--- config.mk ---
export PLATFORM = sky130hd
export DESIGN_NAME = csa_accum_sched
export DESIGN_NICKNAME = d
export VERILOG_FILES = /design/src/rtl/csa_accum_sched.sv
export SDC_FILE = /design/constraint.sdc
export NUM_CORES = 1
export LEC_CHECK = 0
export CAP_MARGIN = 25
export CORE_UTILIZATION = 25
export CTS_CLUSTER_SIZE = 14
export DETAILED_ROUTE_END_ITERATION = 6
export PLACE_DENSITY_LB_ADDON = 0.3
export RECOVER_POWER = 50
export SKIP_CTS_REPAIR_TIMING = 1
export SYNTH_ARGS = -nofsm -noshare
export SYNTH_HDL_FRONTEND = slang
export SYNTH_SLANG_ARGS = --single-unit
export TNS_END_PERCENT = 10
--- constraint.sdc ---
create_clock -name clock -period 3.22 [get_ports clock]
set_input_delay 0.805 -clock clock [delete_from_list [all_inputs] [get_ports clock]]
set_output_delay 0.805 -clock clock [all_outputs]
set_load 0.01 [all_outputs]
--- src/rtl/csa_accum_sched.sv ---
// Burst summing controller: folds two operands per beat into a registered carry-save
// pair through one 4:2 compressor, then resolves the pair with a single adder.
module csa_accum_sched #(
    parameter int WIDTH   = 24,
    parameter int MAX_OPS = 32,
    localparam int CNT_W  = $clog2(MAX_OPS + 1)
) (
    input  logic             clock,
    input  logic             reset,
    input  logic             start,
    input  logic [CNT_W-1:0] op_count,
    input  logic             abort,
    input  logic             in_valid,
    output logic             in_ready,
    input  logic [WIDTH-1:0] in_a,
    input  logic [WIDTH-1:0] in_b,
    output logic             out_valid,
    input  logic             out_ready,
    output logic [WIDTH-1:0] out_sum,
    output logic             busy
);

    localparam logic [1:0] IDLE    = 2'd0;
    localparam logic [1:0] ACCUM   = 2'd1;
    localparam logic [1:0] RESOLVE = 2'd2;
    localparam logic [1:0] DONE    = 2'd3;

    localparam logic [CNT_W-1:0] MAX_CNT = CNT_W'(MAX_OPS);
    localparam logic [CNT_W-1:0] ONE     = CNT_W'(1);
    localparam logic [CNT_W-1:0] TWO     = CNT_W'(2);

    logic [1:0]       state;
    logic [WIDTH-1:0] s_reg;
    logic [WIDTH-1:0] c_reg;
    logic [CNT_W-1:0] remaining;

    logic             beat;
    logic [WIDTH-1:0] b_eff;
    logic [WIDTH-1:0] fa_sum;
    logic [WIDTH-2:0] fa_carry;
    logic [WIDTH-1:0] carry_in;
    logic [WIDTH-1:0] csa_sum;
    logic [WIDTH-2:0] csa_carry;
    logic [CNT_W-1:0] remaining_next;

    // Outputs decode from state only, so nothing on the input ports reaches them combinationally.
    assign in_ready  = (state == ACCUM);
    assign out_valid = (state == DONE);
    assign busy      = (state != IDLE);
    assign beat      = in_valid && in_ready;

    // 4:2 compressor as two chained full-adder rows; carries crossing the top bit are
    // dropped since all arithmetic is mod 2^WIDTH.
    always_comb begin
        b_eff          = (remaining == ONE) ? '0 : in_b;
        fa_sum         = in_a ^ b_eff ^ s_reg;
        fa_carry       = (in_a[WIDTH-2:0] & b_eff[WIDTH-2:0])
                       | (in_a[WIDTH-2:0] & s_reg[WIDTH-2:0])
                       | (b_eff[WIDTH-2:0] & s_reg[WIDTH-2:0]);
        carry_in       = {fa_carry, 1'b0};
        csa_sum        = fa_sum ^ c_reg ^ carry_in;
        csa_carry      = (fa_sum[WIDTH-2:0] & c_reg[WIDTH-2:0])
                       | (fa_sum[WIDTH-2:0] & carry_in[WIDTH-2:0])
                       | (c_reg[WIDTH-2:0] & carry_in[WIDTH-2:0]);
        remaining_next = (remaining >= TWO) ? (remaining - TWO) : '0;
    end

    always_ff @(posedge clock or posedge reset) begin
        if (reset) begin
            state     <= IDLE;
            s_reg     <= '0;
            c_reg     <= '0;
            remaining <= '0;
            out_sum   <= '0;
        end else if (abort) begin
            // Abort cancels any active burst and also suppresses a start issued in IDLE.
            if (state != IDLE) begin
                state     <= IDLE;
                s_reg     <= '0;
                c_reg     <= '0;
                remaining <= '0;
            end
        end else begin
            case (state)
                IDLE: begin
                    if (start) begin
                        if (op_count != '0) begin
                            remaining <= (op_count > MAX_CNT) ? MAX_CNT : op_count;
                            s_reg     <= '0;
                            c_reg     <= '0;
                            state     <= ACCUM;
                        end else begin
                            out_sum <= '0;
                            state   <= DONE;
                        end
                    end
                end
                ACCUM: begin
                    if (beat) begin
                        s_reg     <= csa_sum;
                        c_reg     <= {csa_carry, 1'b0};
                        remaining <= remaining_next;
                        if (remaining_next == '0) begin
                            state <= RESOLVE;
                        end
                    end
                end
                RESOLVE: begin
                    out_sum <= s_reg + c_reg;
                    state   <= DONE;
                end
                DONE: begin
                    if (out_ready) begin
                        state <= IDLE;
                    end
                end
                default: state <= IDLE;
            endcase
        end
    end

endmodule

==> report_table.html <==
<table>
<tr><th>Metric</th><th>Value</th></tr>
<tr><th colspan="2">Global routing</th></tr>
<tr><td>Maximum number of pins on one net before global-route repair</td><td>74</td></tr>
<tr><td>Global-route wire length before repair</td><td>23,670 um</td></tr>
<tr><td>Vias in the first global route</td><td>4,539</td></tr>
<tr><td>GRT Util Overall</td><td>12.71%</td></tr>
<tr><td>Initial antenna violation count</td><td>0</td></tr>
<tr><td>Gr ovfl total</td><td>0</td></tr>
<tr><th colspan="2">Synthesis</th></tr>
<tr><td>Number of library cell types mapped by synthesis</td><td>62</td></tr>
<tr><td>Count of warnings emitted by yosys</td><td>0</td></tr>
<tr><td>Post-synth EDFFs</td><td>0</td></tr>
<tr><td>Adder-Cell Fraction of Synth Area</td><td>22.11%</td></tr>
<tr><td>Largest family of logic cells by synthesized area</td><td>adder cells</td></tr>
<tr><td>Cell area after synthesis</td><td>5658 sq um</td></tr>
<tr><td>Portion of the post-synthesis area used by sequential elements</td><td>34.50%</td></tr>
<tr><td>Share of the synthesized area in compound gates (AO/OA/AOI/OAI)</td><td>20.10%</td></tr>
<tr><td>XOR/XNOR share of the synthesized area</td><td>2.632%</td></tr>
<tr><td>Gate count after technology mapping</td><td>589</td></tr>
<tr><td>Ys flop type</td><td>dfrtp_1</td></tr>
<tr><td>Simple-gate portion of the synthesized area</td><td>11.21%</td></tr>
<tr><td>Mux contribution to synthesized area</td><td>0.5307%</td></tr>
<tr><td>Number of storage elements in the synthesis netlist</td><td>78</td></tr>
<tr><td>Fraction of registers with async set/reset</td><td>100.0%</td></tr>
<tr><td>Average cell area after synthesis</td><td>9.606 sq um</td></tr>
<tr><td>Syn_nets</td><td>722</td></tr>
<tr><th colspan="2">Die</th></tr>
<tr><td>Die Outline Area</td><td>23,240 sq um</td></tr>
<tr><td>Placeable core region</td><td>22,030 sq um</td></tr>
<tr><td>Effective utilization at floorplan</td><td>25.69%</td></tr>
<tr><td>Vert. Die Dim</td><td>152.4 um</td></tr>
<tr><td>Core Rows</td><td>54</td></tr>
<tr><td>Die Wd</td><td>152.4 um</td></tr>
<tr><td>Top-level I/O count</td><td>87</td></tr>
<tr><th colspan="2">STA</th></tr>
<tr><td>Worst slew margin relative to its limit</td><td>29.05%</td></tr>
<tr><td>Worst hold slack</td><td>473.9 ps</td></tr>
<tr><td>Clock skew</td><td>3.993 ps</td></tr>
<tr><td>Fmax</td><td>0.3841 GHz</td></tr>
<tr><td>Min Tclk post-route</td><td>2603 ps</td></tr>
<tr><td>Hold Fails Final Rpt</td><td>0</td></tr>
<tr><td>Final setup fails</td><td>0</td></tr>
<tr><td>Setup repair after global routing missed its margin</td><td>false</td></tr>
<tr><td>Pin slew with the least headroom to its limit</td><td>1064 ps</td></tr>
<tr><td>Setup Total Neg Slack</td><td>0 ps</td></tr>
<tr><td>Number of max-slew violations in the final report</td><td>0</td></tr>
<tr><td>Post-route clock period utilization</td><td>80.85%</td></tr>
<tr><th colspan="2">Drt</th></tr>
<tr><td>Drc violations</td><td>3</td></tr>
<tr><td>DR WL/cell</td><td>14.14 um</td></tr>
<tr><td>Detail Route Antenna Nets</td><td>0</td></tr>
<tr><td>Initial DRC count</td><td>224</td></tr>
<tr><td>Total Wirelength</td><td>13,600 um</td></tr>
<tr><td>Vias per std cell</td><td>4.481</td></tr>
<tr><td>Via count</td><td>4,311</td></tr>
<tr><td>First-pass iteration count of the detailed router</td><td>7</td></tr>
<tr><th colspan="2">Final layout</th></tr>
<tr><td>Area Overhead vs Synth</td><td>27.05%</td></tr>
<tr><td>Layout cells sized above 1</td><td>5.425%</td></tr>
<tr><td>Diode insertion count for antenna repair</td><td>0</td></tr>
<tr><td>Nets@finish</td><td>810</td></tr>
<tr><th colspan="2">Worst setup path</th></tr>
<tr><td>List of cells traversed by the critical path</td><td>inv_1, ha_1, inv_1, clkdlybuf4s50_1</td></tr>
<tr><td>Cell seen most often among critical-path stages</td><td>inv_1</td></tr>
<tr><td>Largest stage delay on the critical path</td><td>540 ps</td></tr>
<tr><td>Crit Path Class</td><td>reg -&gt; out</td></tr>
<tr><td>Highest fanout seen on the critical path</td><td>5</td></tr>
<tr><td>Number of cells on the worst reg-to-reg path</td><td>9</td></tr>
<tr><td>Critical path arrival</td><td>1800 ps</td></tr>
<tr><td>Critical path startpoint category</td><td>register</td></tr>
<tr><td>Critical path endpoint category</td><td>primary output</td></tr>
<tr><td>WP data required</td><td>2410 ps</td></tr>
<tr><td>Worst-path cell with the longest stage delay</td><td>clkdlybuf4s50_1</td></tr>
<tr><th colspan="2">Clock tree</th></tr>
<tr><td>Clock Sinks</td><td>78</td></tr>
<tr><td>TritonCTS clock tree</td><td>built</td></tr>
<tr><td>Clock root buffer</td><td>clkbuf_16</td></tr>
<tr><td>Clock buffer count from CTS</td><td>9</td></tr>
<tr><td>Total number of H-tree levels</td><td>3</td></tr>
<tr><td>Clock slew at the register clock pins of the worst setup and hold paths</td><td>60 ps</td></tr>
<tr><td>Worst-Skew Late Latency</td><td>340 ps</td></tr>
<tr><td>Maximum buffer depth of the clock tree</td><td>2</td></tr>
<tr><th colspan="2">Placed design</th></tr>
<tr><td>Number of buffers added on ports</td><td>86</td></tr>
<tr><td>Post-DP HPWL</td><td>10,630 um</td></tr>
<tr><td>Weighted congestion at the end of routability-driven global placement</td><td>0.8316</td></tr>
<tr><th colspan="2">Run status</th></tr>
<tr><td>Violated checks</td><td>DRC</td></tr>
<tr><td>Outcome</td><td>complete, but fails checks</td></tr>
<tr><th colspan="2">Pwr</th></tr>
<tr><td>Power density cells</td><td>683.4 nW/um^2</td></tr>
<tr><td>Leak</td><td>3.486 nW</td></tr>
<tr><td>Max rail drop VDD</td><td>0.3496 mV</td></tr>
<tr><th colspan="2">Flow run</th></tr>
<tr><td>Max-cap violation count</td><td>0</td></tr>
<tr><th colspan="2">Worst hold path</th></tr>
<tr><td>Hold-critical path depth</td><td>2</td></tr>
<tr><td>Type of the most critical hold path</td><td>reg -&gt; reg</td></tr>
</table>
[stage by stage]
stage               utilization [%]  area, sq um  std cells  total power [W]  setup WS [ps]
floorplan                         -         5658        589         0.003181          420.0
detailed placement            31.32         6899        946         0.003930          315.2
CTS                           32.69         7201        962         0.005012          585.7
finish                        32.63         7188        962         0.004912          616.7
global placement              31.32         6899        946         0.003911          343.1
global route                  32.63         7188        962         0.005407          435.0
[synth_stat cells, types with 9 or more instances]
| master | instances | share of area [%] |
|---|---|---|
| nand2_1 | 75 | 5.0 |
| dfrtp_1 | 78 | 34 |
| a22o_1 | 44 | 6.8 |
| nor2_1 | 15 | 1.0 |
| inv_1 | 110 | 7.3 |
| o21ai_0 | 27 | 2.4 |
| xnor2_1 | 9 | 1.4 |
| fa_1 | 45 | 16 |
| nand3_1 | 9 | 0.80 |
| o21ai_1 | 10 | 0.88 |
| ha_1 | 28 | 6.2 |
| buf_2 | 10 | 0.88 |
| a21oi_1 | 20 | 1.8 |
[worst max-delay path, delay by kind of cell (launching register included)]
family | cells | cell delay (ps)
buf+inv | 3 | 750
flops | 1 | 430
fa+ha+maj | 1 | 270
[final cells by class]
| class | count | area [sq um] |
|---|---|---|
| Clock buffer | 12 | 256.5 |
| Tap cell | 280 | 350.3 |
| Multi-Input combinational cell | 382 | 3209 |
| Sequential cell | 78 | 1952 |
| Fill cell | 2308 | 14840 |
| Timing Repair Buffer | 96 | 960.9 |
| Clock inverter | 4 | 45.04 |
| Inverter | 110 | 414.1 |
[final timing paths]
check / startpoint / end / slack [ps]
setup / recovery: state[0]$_DFFE_PP0P_ / busy / 620
hold / removal: out_sum[5]$_DFFE_PP0P_ / out_sum[5]$_DFFE_PP0P_ / 470
setup reg to reg: c_reg[2]$_DFFE_PP0P_ / out_sum[22]$_DFFE_PP0P_ / 810
hold reg to reg: out_sum[5]$_DFFE_PP0P_ / out_sum[5]$_DFFE_PP0P_ / 470
max in group asynchronous: reset / out_sum[18]$_DFFE_PP0P_ / 1000
min in group asynchronous: reset / remaining[2]$_DFFE_PP0P_ / 850
[logic make-up (layout without fill, tap and decap cells)]
group           after synthesis  in the layout
compound gates              153            153
simple gates                136            136
buf+inv                     129            222
flops                        78             78
fa+ha+maj                    73             73
xor+xnor                     17             17
mux                           3              3
[power breakdown]
group          total, W  switching, W  internal [W]
sequential      0.00147      0.000251       0.00122
clock           0.00104      0.000404      0.000639
combinational   0.00239       0.00136       0.00104
total           0.00491       0.00201       0.00290
[cells in the final DEF, fill, tap and decap left out, types with 4 or more instances in the layout]
cell,Yosys,layout
dlygate4sd3_1,0,14
fa_1,45,45
dfrtp_1,78,78
nor2_1,15,15
ha_1,28,28
o221ai_1,4,4
nand2b_1,5,5
a21oi_1,20,20
xor2_1,8,8
o21ai_0,27,27
nor2b_1,7,7
a32o_1,4,4
nand2_1,75,75
inv_1,110,109
nand3_1,9,9
xnor2_1,9,9
and3_1,4,4
o21ai_1,10,10
clkdlybuf4s50_1,0,72
a22o_1,44,44
buf_4,0,7
clkbuf_16,0,9
a21o_1,8,8
[layer usage]
metal	wire length (um)	track usage (%)	share of wire, %
met1	6675	17.51	49
met2	6064	19.38	45
met3	673	3.242	4.9
met4	188	4.185	1.4
met5	0	0	0
(Power assumes the default switching activity.)
